<file path="src/rtl/aclk_pkg.sv">
// Shared time types and limits for the alarm clock timekeeping and alarm stages.
// Latency: n/a (types and constants only).
// Backpressure: n/a.
package aclk_pkg;

    typedef logic [4:0] hour_t;
    typedef logic [5:0] min_t;
    typedef logic [5:0] sec_t;

    localparam hour_t MAX_HOUR = 5'd23;
    localparam min_t  MAX_MIN  = 6'd59;
    localparam sec_t  MAX_SEC  = 6'd59;

    typedef struct packed {
        hour_t hour;
        min_t  min;
        sec_t  sec;
    } aclk_time_t;

    // True when an H:M pair is a legal time of day.
    function automatic logic hm_valid(input hour_t h, input min_t m);
        return (h <= MAX_HOUR) && (m <= MAX_MIN);
    endfunction

endpackage

</file>
<file path="src/rtl/aclk_timekeeper_if.sv">
// Load request and time/alarm status bundle between the controller and the timekeeper.
// Latency: n/a (wires only).
// Backpressure: none; loads are level-sensitive, one load per cycle held high.
// Ports: LD_time/LD_alarm/H_in/M_in flow master->slave; time, alarm, sec_tick,
// match and ld_err flow slave->master.
interface aclk_timekeeper_if;
    import aclk_pkg::*;

    logic  LD_time;
    logic  LD_alarm;
    hour_t H_in;
    min_t  M_in;
    hour_t hours;
    min_t  minutes;
    sec_t  seconds;
    hour_t al_hours;
    min_t  al_minutes;
    logic  sec_tick;
    logic  match;
    logic  ld_err;

    modport master (
        output LD_time, LD_alarm, H_in, M_in,
        input  hours, minutes, seconds, al_hours, al_minutes, sec_tick, match, ld_err
    );

    modport slave (
        input  LD_time, LD_alarm, H_in, M_in,
        output hours, minutes, seconds, al_hours, al_minutes, sec_tick, match, ld_err
    );

endinterface

</file>
<file path="src/rtl/aclk_prescaler.sv">
// Divides clk down to one advance strobe every TICKS_PER_SEC cycles.
// Latency: adv is high during the cycle the counter sits at TICKS_PER_SEC-1.
// Backpressure: none; clear forces the count back to 0 and wins over counting.
// Ports: clk, rst_n (async active-low), clear (restart the second), adv (advance strobe).
module aclk_prescaler #(
    parameter int TICKS_PER_SEC = 10
) (
    input  logic clk,
    input  logic rst_n,
    input  logic clear,
    output logic adv
);

    localparam int CW = (TICKS_PER_SEC > 2) ? $clog2(TICKS_PER_SEC) : 1;
    localparam logic [CW-1:0] LAST = CW'(TICKS_PER_SEC - 1);

    logic [CW-1:0] cnt_q;

    assign adv = (cnt_q == LAST);

    always_ff @(posedge clk or negedge rst_n) begin
        if (!rst_n) begin
            cnt_q <= '0;
        end else if (clear || adv) begin
            cnt_q <= '0;
        end else begin
            cnt_q <= cnt_q + CW'(1);
        end
    end

endmodule

</file>
<file path="src/rtl/aclk_timekeeper.sv">
// Keeps hh:mm:ss from the prescaler strobe, holds the alarm time and flags alarm hits.
// Latency: all outputs registered; loads and ld_err appear one edge after sampling.
// Backpressure: none; a load overrides the same-cycle advance, illegal loads are dropped.
// Ports: clk, rst_n (async active-low), tk (slave side of aclk_timekeeper_if).
module aclk_timekeeper
    import aclk_pkg::*;
#(
    parameter int TICKS_PER_SEC = 10
) (
    input  logic               clk,
    input  logic               rst_n,
    aclk_timekeeper_if.slave   tk
);

    aclk_time_t cur_q;
    aclk_time_t nxt;
    hour_t      al_hour_q;
    min_t       al_min_q;
    logic       sec_tick_q;
    logic       match_q;
    logic       ld_err_q;

    logic       adv;
    logic       ld_ok;
    logic       time_ld;
    logic       al_ld;
    logic       adv_eff;
    logic       hit;

    assign ld_ok   = hm_valid(tk.H_in, tk.M_in);
    assign time_ld = tk.LD_time  && ld_ok;
    assign al_ld   = tk.LD_alarm && ld_ok;
    // A time load restarts the second, so it swallows any advance due this edge.
    assign adv_eff = adv && !time_ld;

    aclk_prescaler #(
        .TICKS_PER_SEC (TICKS_PER_SEC)
    ) u_prescaler (
        .clk   (clk),
        .rst_n (rst_n),
        .clear (time_ld),
        .adv   (adv)
    );

    // Incremented time with the full carry chain resolved in one edge.
    always_comb begin
        nxt = cur_q;
        if (cur_q.sec == MAX_SEC) begin
            nxt.sec = '0;
            if (cur_q.min == MAX_MIN) begin
                nxt.min = '0;
                if (cur_q.hour == MAX_HOUR) nxt.hour = '0;
                else                        nxt.hour = cur_q.hour + hour_t'(1);
            end else begin
                nxt.min = cur_q.min + min_t'(1);
            end
        end else begin
            nxt.sec = cur_q.sec + sec_t'(1);
        end
    end

    // Compared on the incremented value, so only a genuine rollover into hh:mm:00 hits;
    // reloading the alarm to the current hh:mm mid-minute cannot trigger it.
    assign hit = (nxt.sec == '0) && (nxt.hour == al_hour_q) && (nxt.min == al_min_q);

    always_ff @(posedge clk or negedge rst_n) begin
        if (!rst_n) begin
            cur_q      <= '0;
            al_hour_q  <= '0;
            al_min_q   <= '0;
            sec_tick_q <= 1'b0;
            match_q    <= 1'b0;
            ld_err_q   <= 1'b0;
        end else begin
            sec_tick_q <= adv_eff;
            match_q    <= adv_eff && hit;
            ld_err_q   <= (tk.LD_time || tk.LD_alarm) && !ld_ok;

            if (time_ld) begin
                cur_q.hour <= tk.H_in;
                cur_q.min  <= tk.M_in;
                cur_q.sec  <= '0;
            end else if (adv) begin
                cur_q <= nxt;
            end

            if (al_ld) begin
                al_hour_q <= tk.H_in;
                al_min_q  <= tk.M_in;
            end
        end
    end

    assign tk.hours      = cur_q.hour;
    assign tk.minutes    = cur_q.min;
    assign tk.seconds    = cur_q.sec;
    assign tk.al_hours   = al_hour_q;
    assign tk.al_minutes = al_min_q;
    assign tk.sec_tick   = sec_tick_q;
    assign tk.match      = match_q;
    assign tk.ld_err     = ld_err_q;

endmodule

</file>
<file path="src/flat_wrapper.sv">
// flat-port wrapper written by rule: the top's interface ports become plain ports
module aclk_timekeeper_flat import aclk_pkg::*;
#(
    parameter int TICKS_PER_SEC = 10
)
  (clk, rst_n, tk_LD_time, tk_LD_alarm, tk_H_in, tk_M_in, tk_hours, tk_minutes, tk_seconds, tk_al_hours, tk_al_minutes, tk_sec_tick, tk_match, tk_ld_err);
  aclk_timekeeper_if tk_i ();
  input  logic clk;
  input  logic rst_n;
  input wire logic [$bits(tk_i.LD_time)-1:0] tk_LD_time;
  input wire logic [$bits(tk_i.LD_alarm)-1:0] tk_LD_alarm;
  input wire logic [$bits(tk_i.H_in)-1:0] tk_H_in;
  input wire logic [$bits(tk_i.M_in)-1:0] tk_M_in;
  output wire logic [$bits(tk_i.hours)-1:0] tk_hours;
  output wire logic [$bits(tk_i.minutes)-1:0] tk_minutes;
  output wire logic [$bits(tk_i.seconds)-1:0] tk_seconds;
  output wire logic [$bits(tk_i.al_hours)-1:0] tk_al_hours;
  output wire logic [$bits(tk_i.al_minutes)-1:0] tk_al_minutes;
  output wire logic [$bits(tk_i.sec_tick)-1:0] tk_sec_tick;
  output wire logic [$bits(tk_i.match)-1:0] tk_match;
  output wire logic [$bits(tk_i.ld_err)-1:0] tk_ld_err;
  assign tk_i.LD_time = tk_LD_time;
  assign tk_i.LD_alarm = tk_LD_alarm;
  assign tk_i.H_in = tk_H_in;
  assign tk_i.M_in = tk_M_in;
  assign tk_hours = tk_i.hours;
  assign tk_minutes = tk_i.minutes;
  assign tk_seconds = tk_i.seconds;
  assign tk_al_hours = tk_i.al_hours;
  assign tk_al_minutes = tk_i.al_minutes;
  assign tk_sec_tick = tk_i.sec_tick;
  assign tk_match = tk_i.match;
  assign tk_ld_err = tk_i.ld_err;
  aclk_timekeeper #(.TICKS_PER_SEC(TICKS_PER_SEC)) u_core (.clk(clk), .rst_n(rst_n), .tk(tk_i));
endmodule
</file>
<file path="config.mk">
export PLATFORM = sky130hd
export DESIGN_NAME = aclk_timekeeper_flat
export DESIGN_NICKNAME = d
export VERILOG_FILES = /design/src/rtl/aclk_pkg.sv /design/src/rtl/aclk_timekeeper_if.sv /design/src/rtl/aclk_prescaler.sv /design/src/rtl/aclk_timekeeper.sv /design/src/flat_wrapper.sv
export SDC_FILE = /design/constraint.sdc
export NUM_CORES = 1
export LEC_CHECK = 0
export CELL_PAD_IN_SITES_DETAIL_PLACEMENT = 0
export CELL_PAD_IN_SITES_GLOBAL_PLACEMENT = 1
export CORE_MARGIN = 2
export CORE_UTILIZATION = 42
export CTS_BUF_LIST = sky130_fd_sc_hd__clkbuf_4 sky130_fd_sc_hd__clkbuf_8 sky130_fd_sc_hd__clkbuf_16
export DETAILED_ROUTE_END_ITERATION = 8
export PLACE_DENSITY_LB_ADDON = 0.1
export SYNTH_ARGS = -nofsm -noshare
export SYNTH_HDL_FRONTEND = slang
export SYNTH_SLANG_ARGS = --single-unit
</file>
<file path="constraint.sdc">
create_clock -name clk -period 4.9 [get_ports clk]
set_clock_uncertainty 0.05 [all_clocks]
set_input_delay 0.98 -clock clk [delete_from_list [all_inputs] [get_ports clk]]
set_output_delay 0.98 -clock clk [all_outputs]
set_load 0.1 [all_outputs]
</file>
==> results of run 1 <==
worst paths after layout:
path / endpoint / slack [ns]
max reg2reg: u_core.tk.match / 2.26
max in group asynchronous: u_core.tk.al_minutes[5] / 3.58
max: tk_minutes[3] / 1.72
min in group asynchronous: u_core.tk.seconds[3] / 0.71
min reg2reg: u_core.u_prescaler.cnt_q[0] / 0.45
min: u_core.u_prescaler.cnt_q[0] / 0.45
logic make-up (layout without fill, tap and decap cells):
kind of cell / after synthesis / after routing / synth area share [%]
simple gates: 99 / 99 / 23.8
compound gates: 59 / 59 / 16.4
flops: 35 / 35 / 38.3
mux: 21 / 21 / 10.1
buf+inv: 20 / 62 / 4.43
xor+xnor: 10 / 10 / 3.82
fa+ha+maj: 6 / 6 / 3.28
sequential cells by signal, summed over array words and instances, names as in the netlist:
name / cells
u_core.tk.al_hours: 5
u_core.tk.al_minutes: 6
u_core.tk.hours: 5
u_core.tk.ld_err: 1
u_core.tk.match: 1
u_core.tk.minutes: 6
u_core.tk.sec_tick: 1
u_core.tk.seconds: 6
u_core.u_prescaler.cnt_q: 4
layout make-up:
type                    instances  share of cell area (%)
flip-flops and latches         35                    30.8
clock inverters                 3                   0.704
well taps                      70                    3.08
clock buffers                   5                    2.42
inverters                       9                    1.19
repair buffers                 45                    15.7
multi-input cells             195                    46.2
cell usage in the layout, fill, tap and decap left out, drive strengths merged, types with 6 or more instances in the layout:
master         instances
a21oi                 12
a31oi                  7
clkdlybuf4s50         44
dfrtp                 35
ha                     6
inv                    9
mux2                  13
mux2i                  8
nand2                 24
nand3                 11
nand4                  6
nor2                  25
o21ai                 18
xnor2                  6
metal layers:
layer	global-route usage (%)	routed length (um)
met1	31.6	3100
met2	30.2	2660
met3	4.30	288
met4	7.50	102
met5	0	0
stage by stage:
| step | instances | total power [W] | utilization (%) | hold WS (ns) | instance area [sq um] |
|---|---|---|---|---|---|
| floorplan | 250 | 0.000708 | - | 0.409 | 2290 |
| finish | 362 | 0.00104 | 55.0 | 0.446 | 2840 |
| CTS | 362 | 0.00104 | 55.0 | 0.452 | 2840 |
| detailed placement | 354 | 0.000824 | 53.3 | 0.443 | 2760 |
| global route | 362 | 0.00109 | 55.0 | 0.486 | 2840 |
| global placement | 354 | 0.000824 | 53.3 | 0.430 | 2760 |
power groups by stage:
| stage | clock, W | combinational, W | sequential (W) |
|---|---|---|---|
| 3_5_place_dp | 0 | 0.000433 | 0.000391 |
| 3_3_place_gp | 0 | 0.000433 | 0.000391 |
| 5_1_grt | 0.000235 | 0.000457 | 0.000395 |
| 2_1_floorplan | 0 | 0.000135 | 0.000573 |
| 6_report | 0.000216 | 0.000433 | 0.000387 |
| 4_1_cts | 0.000224 | 0.000435 | 0.000385 |
==> impl_metrics.py, run 1 <==
metrics = {
    "setup_path": {
        "critical_path_class": "reg2out",
        "cpPeakStageDelay_ns": 1.22,
        "crit_cells": 1,
        "worst_path_max_delay_cell": "clkdlybuf4s50_1",
        "worstRegToRegCells": 8,
        "path_delay_family": "buffers and inverters",
        "critical_path_arrival_ns": 2.15,
        "r2r-start": "u_core.u_prescaler.cnt_q[1]",
        "critPathLaunch": "u_core.tk.minutes[3]",
        "critPathBufInv": 1,
        "critPathCaptureType": "primary output",
        "worstPathMaxFanout": 14,
        "cp_data_required_time_ns": 3.87,
        "startpoint_type": "flop",
        "cp_cell_sequence": "clkdlybuf4s50_1",
    },
    "die": {
        "rows": 26,
        "core_area_sq_mm": 0.00517,
        "die_area_sq_mm": 0.00606,
        "die_x_um": 77.8,
        "die_y_um": 77.8,
        "start_util_pct": 44.3,
        "ios": 46,
    },
    "clock_tree": {
        "clock-sinks": 35,
        "cts.repair.resized": 0,
        "clk_pin_slew_worst_paths_ns": 0.08,
        "cts_setup_buffers": 0,
        "clock_latency_ns": 0.30,
        "ctsHoldBuffers": 0,
        "numCtsBuffers": 5,
        "cts_tree": "yes",
        "clockBufferDepth": 2,
        "root_buffer": "clkbuf_8",
        "htree_levels": 2,
    },
    "logic_synthesis": {
        "synth_top_area_share_pct": 38.3,
        "synth_edf_count": 0,
        "syn_inst": 250,
        "yosysMostFrequentCell": "dfrtp_1",
        "synth_cell_types": 53,
        "synthTopCellsByArea": "dfrtp_1 38%, mux2_2 5.9%, o21ai_0 3.9%",
        "ys_seq_elements": 35,
        "async_flop_share_pct": 100,
        "synth_common_cells": "35 x dfrtp_1, 24 x nand2_1, 24 x nor2_1",
        "yosysSeqAreaShare_pct": 38.3,
        "yosys_most_used_dff": "dfrtp_1",
        "syn_area_sq_mm": 0.00229,
        "yosys_warnings": 0,
        "syn-num-nets": 271,
        "postSynthAreaPerCell_sq_um": 9.16,
        "synth.largest_area_cell": "dfrtp_1",
    },
    "drt": {
        "vias": 2076,
        "ant_nets": 0,
        "drcViolationCount": 0,
        "drt_wl_total_um": 6150,
        "vias_per_cell": 5.73,
        "routedWlPerCell_um": 17.0,
        "drt-initial-drc-count": 225,
        "first_pass_iters": 4,
    },
    "power_and_ir_drop": {
        "power_frac_clock_pct": 20.9,
        "p_switching_w": 0.000482,
        "power_density_mw_per_mm2": 364,
        "ir_worst_vdd_mv": 0.178,
        "internal_power_w": 0.000554,
        "p_comb_share_pct": 41.8,
        "power.leakage_nw": 1.14,
        "switching_share_pct": 46.5,
        "seqPwrFrac_pct": 37.3,
    },
    "placement": {
        "dp_hpwl_um": 4310,
        "globalplace.congestion": 0.911,
        "port_buffers": 45,
        "dp_slack_ns": 1.86,
    },
    "final_layout": {
        "multiInputGateArea_sq_mm": 0.00131,
        "area_growth_pct": 24.2,
        "nFillCells": 493,
        "fin_nets": 312,
        "regArea_sq_um": 876,
        "diodes": 0,
        "layout-drive-gt1-share_pct": 9.59,
    },
    "run": {
        "drv_cap": 0,
    },
    "hold_path": {
        "hold-path-cell-count": 1,
        "min-delay-start": "u_core.u_prescaler.cnt_q[0]",
        "min_path_type": "reg2reg",
    },
    "sta": {
        "relSlewSlack_pct": 34.7,
        "fin_crit_ns": 3.18,
        "maxSlewViolCount": 0,
        "rsz0062_at_grt": "false",
        "fmax_mhz": 315,
        "final.setup.tns_ns": 0,
        "finalSetupViolCount": 0,
        "setup_slack_ns": 1.72,
        "period_share_pct": 64.9,
        "finalHoldViolations": 0,
        "worst-slew-pin-transition_ns": 0.976,
    },
    "grt": {
        "track_usage_pct": 21.2,
        "grt_pass1_wl_um": 9970,
        "antenna_found_initial": 0,
        "gr-total-overflow": 0,
        "grt_max_degree": 36,
        "grt_pass1_vias": 1948,
    },
    "run_status": {
        "status": "complete, no violations",
    },
}
Power figures use the tool's default switching activity.
==> run 2: changes to the inputs <==
CORE_UTILIZATION = 35   (was 42)
clock period = 2.6 ns   (was 4.9 ns; I/O delays follow)
==> impl_metrics.py, run 2 (same netlist as run 1, synthesis figures left out) <==
metrics = {
    "die": {
        "start_util_pct": 36.1,
        "die_x_um": 84.9,
        "die_area_sq_mm": 0.00720,
        "rows": 29,
        "die_y_um": 84.9,
        "core_area_sq_mm": 0.00635,
        "ios": 46,
    },
    "grt": {
        "grt_pass1_wl_um": 10800,
        "track_usage_pct": 19.3,
        "grt_max_degree": 36,
        "gr-total-overflow": 0,
        "grt_pass1_vias": 1962,
        "antenna_found_initial": 0,
    },
    "setup_path": {
        "critical_path_arrival_ns": 2.49,
        "regToRegSetupSlack_ns": 0.27,
        "worstRegToRegCells": 7,
        "critPathBufInv": 0,
        "reg2reg_to": "u_core.tk.match",
        "cp_data_required_time_ns": 2.76,
        "startpoint_type": "flop",
        "worst_path_max_delay_cell": "dfrtp_2",
        "r2r-start": "u_core.tk.seconds[0]",
        "cp_cell_sequence": "ha_1 > and3b_2 > nand3_2 > mux2_4 > nor4_2 > nand4_1 > nor4_1",
        "cpPeakStageDelay_ns": 0.42,
        "critPathCaptureType": "flop",
        "critical_path_class": "reg2reg",
        "worstPathMaxFanout": 7,
        "path_delay_family": "simple AND/OR/NAND/NOR gates",
    },
    "sta": {
        "worst-slew-pin-transition_ns": 0.802,
        "rsz0062_at_grt": "false",
        "finalHoldViolations": 0,
        "fin_crit_ns": 2.33,
        "fmax_mhz": 429,
        "final.setup.tns_ns": 0,
        "setup_slack_ns": 0.270,
        "period_share_pct": 89.6,
        "finalSetupViolCount": 0,
        "relSlewSlack_pct": 46.5,
        "maxSlewViolCount": 0,
    },
    "clock_tree": {
        "clock_latency_ns": 0.30,
        "root_buffer": "clkbuf_8",
        "clockBufferDepth": 2,
        "ctsHoldBuffers": 0,
        "clk_pin_slew_worst_paths_ns": 0.09,
        "htree_levels": 2,
        "cts_setup_buffers": 0,
        "clock-sinks": 35,
        "numCtsBuffers": 5,
        "cts_tree": "yes",
    },
    "final_layout": {
        "area_growth_pct": 24.9,
        "diodes": 0,
        "final_common_cell": "buf_4",
        "layout-drive-gt1-share_pct": 25.5,
        "layout_common_cells": "41 x buf_4, 28 x dfrtp_1, 24 x nand2_1, 24 x nor2_1, 18 x o21ai_0",
        "fin_nets": 322,
        "finalNonFillerCells": 379,
        "nFillCells": 647,
    },
    "placement": {
        "port_buffers": 45,
        "dp_hpwl_um": 4940,
        "globalplace.congestion": 0.859,
        "place_inst": 371,
        "dp_slack_ns": 0.132,
    },
    "drt": {
        "first_pass_iters": 4,
        "drt_wl_total_um": 6640,
        "vias": 2099,
        "routedWlPerCell_um": 17.5,
        "ant_nets": 0,
        "vias_per_cell": 5.54,
        "drt-initial-drc-count": 131,
        "drcViolationCount": 0,
    },
    "run": {
        "drv_cap": 0,
    },
    "power_and_ir_drop": {
        "power.leakage_nw": 1.22,
        "ir_worst_vdd_mv": 0.330,
        "finalPower_w": 0.00197,
        "power_density_mw_per_mm2": 688,
    },
    "run_status": {
        "status": "complete, no violations",
    },
    "hold_path": {
        "min_path_type": "in2async",
    },
}
==> run 2: where the power goes <==
| part | total [W] | leakage, nW | switching, W | internal, W |
|---|---|---|---|---|
| sequential | 0.000727 | 0.427 | 0.000112 | 0.000615 |
| clock | 0.000419 | 0.0402 | 0.000232 | 0.000187 |
| combinational | 0.000823 | 0.753 | 0.000584 | 0.000238 |
| total | 0.00197 | 1.22 | 0.000928 | 0.00104 |
==> run 2: how the worst max path moves through the flow <==
stage | from | end | cells past startpoint
3_3_place_gp | tk_M_in[4] | u_core.tk.match | 7
5_1_grt | u_core.tk.seconds[0] | u_core.tk.match | 7
4_1_cts | u_core.tk.seconds[0] | u_core.tk.match | 7
3_5_place_dp | tk_M_in[4] | u_core.tk.match | 7
6_report | u_core.tk.seconds[0] | u_core.tk.match | 7
2_1_floorplan | u_core.tk.minutes[4] | u_core.tk.match | 7
==> run 2: metal layers <==
layer	part of all wire (%)	vias up	global-route usage, %	wire length [um]
met3	4.7	10	3.40	310
li1	-	1027	-	-
met4	1.5	0	4.91	98
met2	42	57	27.5	2790
met1	52	1005	30.2	3450
met5	0	-	0	0
==> run 2: final cells by class <==
class                   instances  area, sq um  share of cell area (%)
repair buffers                 55          443                    15.5
flip-flops and latches         35          885                    30.9
clock inverters                 3         20.0                   0.700
clock buffers                   5         68.8                    2.41
multi-input cells             195         1310                    45.9
well taps                      77         96.3                    3.37
inverters                       9         33.8                    1.18
==> run 2: timing repair <==
action / CTS / global route
hold endpoints to repair: 0 / 0
setup endpoints to repair: 0 / 1
gates resized for setup: 0 / 1
==> run 2: metrics by stage <==
| step | hold slack, ns | utilization, % | cell area [sq um] |
|---|---|---|---|
| CTS | 0.299 | 45.0 | 2860 |
| finish | 0.247 | 45.0 | 2860 |
| floorplan | 0.174 | - | 2300 |
| global route | 0.320 | 45.0 | 2860 |
| global placement | 0.432 | 43.6 | 2770 |
| detailed placement | 0.435 | 43.6 | 2770 |
